### config.mk
export PLATFORM = sky130hd
export DESIGN_NAME = lock_update_release_flat
export DESIGN_NICKNAME = d
export VERILOG_FILES = /design/src/rtl/lock_update_release_if.sv /design/src/rtl/lock_update_release.sv /design/src/flat_wrapper.sv
export SDC_FILE = /design/constraint.sdc
export NUM_CORES = 1
export LEC_CHECK = 0
export ABC_AREA = 1
export ABC_CLOCK_PERIOD_IN_PS = 2500
export CORE_MARGIN = 5
export CORE_UTILIZATION = 30
export CTS_CLUSTER_DIAMETER = 80
export DETAILED_ROUTE_END_ITERATION = 8
export PLACE_DENSITY = 0.61
export SYNTH_ARGS = -nofsm -noshare
export SYNTH_HDL_FRONTEND = slang
export SYNTH_SLANG_ARGS = --single-unit
### constraint.sdc
create_clock -name clk -period 2.5 [get_ports clk]
set_clock_uncertainty 0.1 [all_clocks]
set_input_delay 0.5 -clock clk [delete_from_list [all_inputs] [get_ports clk]]
set_output_delay 0.5 -clock clk [all_outputs]
set_load 0.02 [all_outputs]
### src/rtl/lock_update_release_if.sv
// Bundle of the three handshakes lock_update_release sits between:
// the lock_read_fifo pop port, the Avalon-MM memory port and the
// lock arbiter release port. The master modport is the updater side.
interface lock_update_release_if #(
    parameter int DATA_WIDTH = 32,
    parameter int ADDR_WIDTH = 32,
    parameter int FIFO_WIDTH = 65
);
    // lock_read_fifo pop port
    logic [FIFO_WIDTH-1:0] lock_read_fifo_q;
    logic                  lock_read_fifo_empty;
    logic                  lock_read_fifo_rdreq;

    // Avalon-MM memory port
    logic [ADDR_WIDTH-1:0] mem_address;
    logic                  mem_read;
    logic                  mem_write;
    logic [DATA_WIDTH-1:0] mem_writedata;
    logic [DATA_WIDTH-1:0] mem_readdata;
    logic                  mem_readdatavalid;
    logic                  mem_waitrequest;

    // lock arbiter release port
    logic [DATA_WIDTH-1:0] proc_release_key;
    logic                  proc_release_req;
    logic                  proc_release_ack;

    modport master (
        input  lock_read_fifo_q,
        input  lock_read_fifo_empty,
        output lock_read_fifo_rdreq,
        output mem_address,
        output mem_read,
        output mem_write,
        output mem_writedata,
        input  mem_readdata,
        input  mem_readdatavalid,
        input  mem_waitrequest,
        output proc_release_key,
        output proc_release_req,
        input  proc_release_ack
    );

    modport slave (
        output lock_read_fifo_q,
        output lock_read_fifo_empty,
        input  lock_read_fifo_rdreq,
        input  mem_address,
        input  mem_read,
        input  mem_write,
        input  mem_writedata,
        output mem_readdata,
        output mem_readdatavalid,
        output mem_waitrequest,
        input  proc_release_key,
        input  proc_release_req,
        output proc_release_ack
    );
endinterface

### src/rtl/lock_update_release.sv
// lock_update_release: pops one lock-held entry from lock_read_fifo,
// read-modify-writes (accumulate) or writes (overwrite) the key's value
// word in memory, then hands the key lock back to the arbiter.
// One entry is in flight at a time; every output is a register.
module lock_update_release #(
    parameter int                    DATA_WIDTH           = 32,
    parameter int                    LOCK_READ_FIFO_WIDTH = 65,
    parameter int                    ADDR_WIDTH           = 32,
    parameter logic [ADDR_WIDTH-1:0] BASE_ADDR            = '0,
    parameter int                    RD_TIMEOUT           = 64
) (
    input  logic                     clk,
    input  logic                     reset,
    lock_update_release_if.master    bus,
    output logic [31:0]              updates_done,
    output logic                     rd_timeout_err
);

    // Entry layout: {op, key, value}; op=1 accumulates, op=0 overwrites.
    localparam int OP_BIT = 2 * DATA_WIDTH;
    localparam int TW     = (RD_TIMEOUT < 1) ? 1 : $clog2(RD_TIMEOUT + 1);
    localparam logic [TW-1:0] TIMER_LOAD = TW'(RD_TIMEOUT);

    localparam logic [2:0] IDLE      = 3'd0;
    localparam logic [2:0] READ_FIFO = 3'd1;
    localparam logic [2:0] LATCH     = 3'd2;
    localparam logic [2:0] MEM_RD    = 3'd3;
    localparam logic [2:0] WAIT_RD   = 3'd4;
    localparam logic [2:0] MEM_WR    = 3'd5;
    localparam logic [2:0] RELEASE   = 3'd6;

    // Word address of a key's value: byte base plus key*4, wrapped to the bus width.
    function automatic logic [ADDR_WIDTH-1:0] key_addr(input logic [DATA_WIDTH-1:0] key);
        return BASE_ADDR + ADDR_WIDTH'({key, 2'b00});
    endfunction

    // Accumulate is modular: the carry out of the word is dropped.
    function automatic logic [DATA_WIDTH-1:0] add_wrap(input logic [DATA_WIDTH-1:0] a,
                                                       input logic [DATA_WIDTH-1:0] b);
        return a + b;
    endfunction

    logic [2:0]             state, state_nxt;
    logic                   entry_op, entry_op_nxt;
    logic [DATA_WIDTH-1:0]  entry_key, entry_key_nxt;
    logic [DATA_WIDTH-1:0]  entry_val, entry_val_nxt;
    logic [TW-1:0]          timer, timer_nxt;

    logic                   pop, pop_nxt;
    logic [ADDR_WIDTH-1:0]  addr, addr_nxt;
    logic                   rd, rd_nxt;
    logic                   wr, wr_nxt;
    logic [DATA_WIDTH-1:0]  wdata, wdata_nxt;
    logic                   rel_req, rel_req_nxt;
    logic [DATA_WIDTH-1:0]  rel_key, rel_key_nxt;
    logic [31:0]            done_cnt, done_cnt_nxt;
    logic                   timeout_flag, timeout_flag_nxt;

    logic                   q_op;
    logic [DATA_WIDTH-1:0]  q_key;
    logic [DATA_WIDTH-1:0]  q_val;

    assign q_op  = bus.lock_read_fifo_q[OP_BIT];
    assign q_key = bus.lock_read_fifo_q[OP_BIT-1:DATA_WIDTH];
    assign q_val = bus.lock_read_fifo_q[DATA_WIDTH-1:0];

    assign bus.lock_read_fifo_rdreq = pop;
    assign bus.mem_address          = addr;
    assign bus.mem_read             = rd;
    assign bus.mem_write            = wr;
    assign bus.mem_writedata        = wdata;
    assign bus.proc_release_req     = rel_req;
    assign bus.proc_release_key     = rel_key;
    assign updates_done             = done_cnt;
    assign rd_timeout_err           = timeout_flag;

    // Next-state and next-output decode; every register holds unless its state acts on it.
    always_comb begin
        state_nxt        = state;
        entry_op_nxt     = entry_op;
        entry_key_nxt    = entry_key;
        entry_val_nxt    = entry_val;
        timer_nxt        = timer;
        pop_nxt          = 1'b0;
        addr_nxt         = addr;
        rd_nxt           = rd;
        wr_nxt           = wr;
        wdata_nxt        = wdata;
        rel_req_nxt      = rel_req;
        rel_key_nxt      = rel_key;
        done_cnt_nxt     = done_cnt;
        timeout_flag_nxt = timeout_flag;

        case (state)
            IDLE: begin
                // empty is only looked at here, so entries queue up while busy.
                if (!bus.lock_read_fifo_empty) begin
                    pop_nxt   = 1'b1;
                    state_nxt = READ_FIFO;
                end
            end

            READ_FIFO: begin
                // The FIFO presents q the cycle after the pop pulse.
                state_nxt = LATCH;
            end

            LATCH: begin
                entry_op_nxt  = q_op;
                entry_key_nxt = q_key;
                entry_val_nxt = q_val;
                addr_nxt      = key_addr(q_key);
                if (q_op) begin
                    rd_nxt    = 1'b1;
                    state_nxt = MEM_RD;
                end else begin
                    wr_nxt    = 1'b1;
                    wdata_nxt = q_val;
                    state_nxt = MEM_WR;
                end
            end

            MEM_RD: begin
                if (!bus.mem_waitrequest) begin
                    rd_nxt    = 1'b0;
                    timer_nxt = TIMER_LOAD;
                    state_nxt = WAIT_RD;
                end
            end

            WAIT_RD: begin
                // Data arriving on the expiry cycle still wins over the timeout.
                if (bus.mem_readdatavalid) begin
                    wdata_nxt = add_wrap(bus.mem_readdata, entry_val);
                    wr_nxt    = 1'b1;
                    state_nxt = MEM_WR;
                end else if (timer == '0) begin
                    timeout_flag_nxt = 1'b1;
                    rel_req_nxt      = 1'b1;
                    rel_key_nxt      = entry_key;
                    state_nxt        = RELEASE;
                end else begin
                    timer_nxt = timer - TW'(1);
                end
            end

            MEM_WR: begin
                if (!bus.mem_waitrequest) begin
                    wr_nxt       = 1'b0;
                    done_cnt_nxt = done_cnt + 32'd1;
                    rel_req_nxt  = 1'b1;
                    rel_key_nxt  = entry_key;
                    state_nxt    = RELEASE;
                end
            end

            RELEASE: begin
                // An ack in the very first request cycle is accepted.
                if (bus.proc_release_ack) begin
                    rel_req_nxt = 1'b0;
                    state_nxt   = IDLE;
                end
            end

            default: begin
                state_nxt = IDLE;
            end
        endcase
    end

    // State, latched entry, timer and all registered outputs; async active-low clear.
    always_ff @(posedge clk or negedge reset) begin
        if (!reset) begin
            state        <= IDLE;
            entry_op     <= 1'b0;
            entry_key    <= '0;
            entry_val    <= '0;
            timer        <= '0;
            pop          <= 1'b0;
            addr         <= '0;
            rd           <= 1'b0;
            wr           <= 1'b0;
            wdata        <= '0;
            rel_req      <= 1'b0;
            rel_key      <= '0;
            done_cnt     <= '0;
            timeout_flag <= 1'b0;
        end else begin
            state        <= state_nxt;
            entry_op     <= entry_op_nxt;
            entry_key    <= entry_key_nxt;
            entry_val    <= entry_val_nxt;
            timer        <= timer_nxt;
            pop          <= pop_nxt;
            addr         <= addr_nxt;
            rd           <= rd_nxt;
            wr           <= wr_nxt;
            wdata        <= wdata_nxt;
            rel_req      <= rel_req_nxt;
            rel_key      <= rel_key_nxt;
            done_cnt     <= done_cnt_nxt;
            timeout_flag <= timeout_flag_nxt;
        end
    end

endmodule
### src/flat_wrapper.sv
// flat-port wrapper written by rule: the top's interface ports become plain ports
module lock_update_release_flat 
#(
    parameter int                    DATA_WIDTH           = 32,
    parameter int                    LOCK_READ_FIFO_WIDTH = 65,
    parameter int                    ADDR_WIDTH           = 32,
    parameter logic [ADDR_WIDTH-1:0] BASE_ADDR            = '0,
    parameter int                    RD_TIMEOUT           = 64
)
  (clk, reset, updates_done, rd_timeout_err, bus_lock_read_fifo_q, bus_lock_read_fifo_empty, bus_lock_read_fifo_rdreq, bus_mem_address, bus_mem_read, bus_mem_write, bus_mem_writedata, bus_mem_readdata, bus_mem_readdatavalid, bus_mem_waitrequest, bus_proc_release_key, bus_proc_release_req, bus_proc_release_ack);
  lock_update_release_if #(.DATA_WIDTH(DATA_WIDTH), .ADDR_WIDTH(ADDR_WIDTH)) bus_i ();
  input  logic clk;
  input  logic reset;
  output logic [31:0] updates_done;
  output logic rd_timeout_err;
  input wire logic [$bits(bus_i.lock_read_fifo_q)-1:0] bus_lock_read_fifo_q;
  input wire logic [$bits(bus_i.lock_read_fifo_empty)-1:0] bus_lock_read_fifo_empty;
  output wire logic [$bits(bus_i.lock_read_fifo_rdreq)-1:0] bus_lock_read_fifo_rdreq;
  output wire logic [$bits(bus_i.mem_address)-1:0] bus_mem_address;
  output wire logic [$bits(bus_i.mem_read)-1:0] bus_mem_read;
  output wire logic [$bits(bus_i.mem_write)-1:0] bus_mem_write;
  output wire logic [$bits(bus_i.mem_writedata)-1:0] bus_mem_writedata;
  input wire logic [$bits(bus_i.mem_readdata)-1:0] bus_mem_readdata;
  input wire logic [$bits(bus_i.mem_readdatavalid)-1:0] bus_mem_readdatavalid;
  input wire logic [$bits(bus_i.mem_waitrequest)-1:0] bus_mem_waitrequest;
  output wire logic [$bits(bus_i.proc_release_key)-1:0] bus_proc_release_key;
  output wire logic [$bits(bus_i.proc_release_req)-1:0] bus_proc_release_req;
  input wire logic [$bits(bus_i.proc_release_ack)-1:0] bus_proc_release_ack;
  assign bus_i.lock_read_fifo_q = bus_lock_read_fifo_q;
  assign bus_i.lock_read_fifo_empty = bus_lock_read_fifo_empty;
  assign bus_lock_read_fifo_rdreq = bus_i.lock_read_fifo_rdreq;
  assign bus_mem_address = bus_i.mem_address;
  assign bus_mem_read = bus_i.mem_read;
  assign bus_mem_write = bus_i.mem_write;
  assign bus_mem_writedata = bus_i.mem_writedata;
  assign bus_i.mem_readdata = bus_mem_readdata;
  assign bus_i.mem_readdatavalid = bus_mem_readdatavalid;
  assign bus_i.mem_waitrequest = bus_mem_waitrequest;
  assign bus_proc_release_key = bus_i.proc_release_key;
  assign bus_proc_release_req = bus_i.proc_release_req;
  assign bus_i.proc_release_ack = bus_proc_release_ack;
  lock_update_release #(.DATA_WIDTH(DATA_WIDTH), .LOCK_READ_FIFO_WIDTH(LOCK_READ_FIFO_WIDTH), .ADDR_WIDTH(ADDR_WIDTH), .BASE_ADDR(BASE_ADDR), .RD_TIMEOUT(RD_TIMEOUT)) u_core (.clk(clk), .reset(reset), .bus(bus_i), .updates_done(updates_done), .rd_timeout_err(rd_timeout_err));
endmodule
==> results.ini <==
[outcome]
status=completed

[timing]
final.setup.worst_slack_ns=0.147
post-route-period-util_pct=94.1
timing.final.max_slew_violations=0
whs_ns=0.383
setup_violations=0
finalHoldViolCount=0
min_period_ns=2.35
rsz0062_at_grt=false
fmax_mhz=425
worstMarginPinSlew_ns=0.593
slew_headroom_pct=60.5

[place]
pre_cts_ws_ns=-0.277
gp_congestion=0.880
hpwlAfterDp_um=24200
portBuffers=233
dp.cells=2080

[synth]
avgSynthCellArea_um2=7.26
yosys_most_used_dff=dfrtp_1
yosys.area.top_type=dfrtp_1
synthCells=1393
synth.cell_area_um2=10100
ys_seq_elements=175
netlist_top_cells_area=dfrtp_1, nand2_1, inv_1
yosysSeqAreaShare_pct=43.3
synth_cell_types=39
yosysWarnings=0
ys_top_cells_by_count=nand2_1, inv_1, dfrtp_1
synth_edf_count=0
yosysTopAreaCellShare_pct=43.3
synth.most_common_cell=nand2_1
synth-async-reset-ratio_pct=100

[worst_setup_path]
r2r-end=u_core.bus.mem_writedata[20]
crit_fanout=4
critPathKind=input port to register
worstPathArrival_ns=2.59
r2r-start=u_core.entry_val[0]
rrSetupSlack_ns=0.28
cp.required_ns=2.73
critical_path.startpoint=bus_mem_readdata[0]
ff2ff_path_depth=12
crit_path_end_kind=register
crit_path_start_kind=input port

[pwr]
swShare_pct=44.5
p_leak_uw=0.00691
pwr-share-clk_pct=15.5
p_comb_share_pct=56.1
power.total_uw=16900
switchingPower_uw=7540
p_per_area_nw_per_um2=1230
intPower_uw=9400
p_seq_share_pct=28.4
peakVddDrop_uv=658

[finish]
nets=1790
finish.utilization_pct=41.2
multiInputGateArea_um2=4530
drive_above_1_share_pct=7.15
seq_area_um2=4380
fillCellCount=3406
synthToLayoutAreaGrowth_pct=36.2
final_cells=2115

[hold_path]
holdPathEnd=u_core.entry_val[5]
min_from=u_core.entry_val[5]
min-delay-path-class=register to register
min_path_cells=2

[clocking]
htree_num_levels=4
numCtsBuffers=17
clock-root-buffer=clkbuf_16
clk_pin_slew_ns=0.07
cts_sinks=175
cts_tree=yes
ctsResizeCount=0
clk_path_buf_depth=2
clock_latency_ns=0.44

[floorplanning]
die_area_um2=37500
die_h_um=194
coreArea_um2=33400
rows=67
fp.dieW_um=194
initial_utilization_pct=30.2
ios=236

[route]
first_pass_iters=5
vias=9426
drc=0
routed_wl_um=31400
vias_per_cell=4.46
ant_nets=0
wl_per_cell_um=14.8
first_iter_violations=517

[grt]
gr-total-overflow=0
grt_pass1_wl_um=51400
antenna_found_initial=3
track_usage_pct=16.8
grt_pass1_vias=9446
grt_max_degree=65

[run]
cap_violations=0

## cell type report
cell class	instances	share of cell area [%]
inverters	217	5.91
multi-input cells	937	32.9
well taps	448	4.07
clock buffers	21	3.27
clock inverters	10	0.754
flip-flops and latches	175	31.8
repair buffers	304	21.3
diodes	3	0.0545
## state kept, by name, indices dropped and copies added (netlist names), 3 cells and up
signal                       flops
u_core.bus.mem_writedata        32
u_core.bus.proc_release_key     32
u_core.entry_key                32
u_core.entry_val                32
u_core.updates_done             32
u_core.timer                     7
u_core.state                     3
## cells in the final DEF (no fill, tap or decap), types with 5 or more instances in the layout
| cell type | n |
|---|---|
| inv_2 | 6 |
| o21ai_0 | 80 |
| nand2_1 | 465 |
| nor2_1 | 92 |
| dfrtp_1 | 175 |
| xor2_1 | 26 |
| ha_1 | 34 |
| nand4_1 | 15 |
| xnor2_1 | 13 |
| a21oi_1 | 68 |
| buf_4 | 65 |
| o21ai_1 | 26 |
| buf_12 | 5 |
| nor3_1 | 12 |
| clkbuf_16 | 17 |
| inv_1 | 211 |
| nand3_1 | 69 |
| clkdlybuf4s50_1 | 232 |
## worst max path at each step
stage                                        end  slack (ns)
floorplan           u_core.bus.mem_writedata[20]        0.40
global placement    u_core.bus.mem_writedata[28]       -0.27
detailed placement  u_core.bus.mem_writedata[20]       -0.28
CTS                 u_core.bus.mem_writedata[20]        0.19
global route        u_core.bus.mem_writedata[20]      0.0004
finish              u_core.bus.mem_writedata[20]        0.15
## through the flow
step / setup TNS [ns] / area, µm²
detailed placement: -4.32 / 13200
finish: 0 / 13800
global placement: -3.82 / 13200
floorplan: 0 / 10100
CTS: 0 / 13800
global route: 0 / 13800
## repair_timing
action / 4_1_cts / 5_1_grt
hold buffers: 1 / 0
setup endpoints to repair: 0 / 0
setup buffers: 0 / 0
endpoints found under the hold margin: 49 / 0
## worst max-delay path, stage by stage
cell and delay, ns:
clkdlybuf4s50_1 0.42, ha_1 0.24, fa_1 0.47, nand3_1 0.12, nand3_1 0.14, nand3_1 0.11
nand3_1 0.15, nand3_1 0.14, nand2_1 0.06, nand2_1 0.05, nand3_1 0.06, nand2_1 0.08
nand2_1 0.05
## power groups by stage
| stage | sequential, µW | clock [µW] | combinational, µW |
|---|---|---|---|
| floorplan | 5410 | 0 | 5120 |
| global placement | 4820 | 0 | 9450 |
| detailed placement | 4850 | 0 | 9560 |
| CTS | 4820 | 2730 | 9600 |
| global route | 4960 | 2820 | 10600 |
| finish | 4810 | 2630 | 9510 |
## kinds of logic after synthesis
| kind of cell | Yosys count | share of synthesized area, % |
|---|---|---|
| compound gates | 190 | 9.75 |
| xor+xnor | 39 | 3.38 |
| other cells | 1 | 0.0371 |
| flops | 175 | 43.3 |
| fa+ha+maj | 35 | 4.40 |
| buf+inv | 282 | 12.0 |
| simple gates | 671 | 27.2 |
## metal layers
layer | wire (µm) | vias to the layer above | GRT usage, % | part of all wire [%]
met5 | 0 | - | 0 | 0
met4 | 646 | 0 | 5.35 | 2.1
met3 | 1080 | 30 | 2.84 | 3.5
met2 | 14700 | 171 | 27.7 | 47
met1 | 14900 | 4396 | 22.6 | 47
li1 | - | 4829 | - | -
Power figures use the tool's default switching activity.
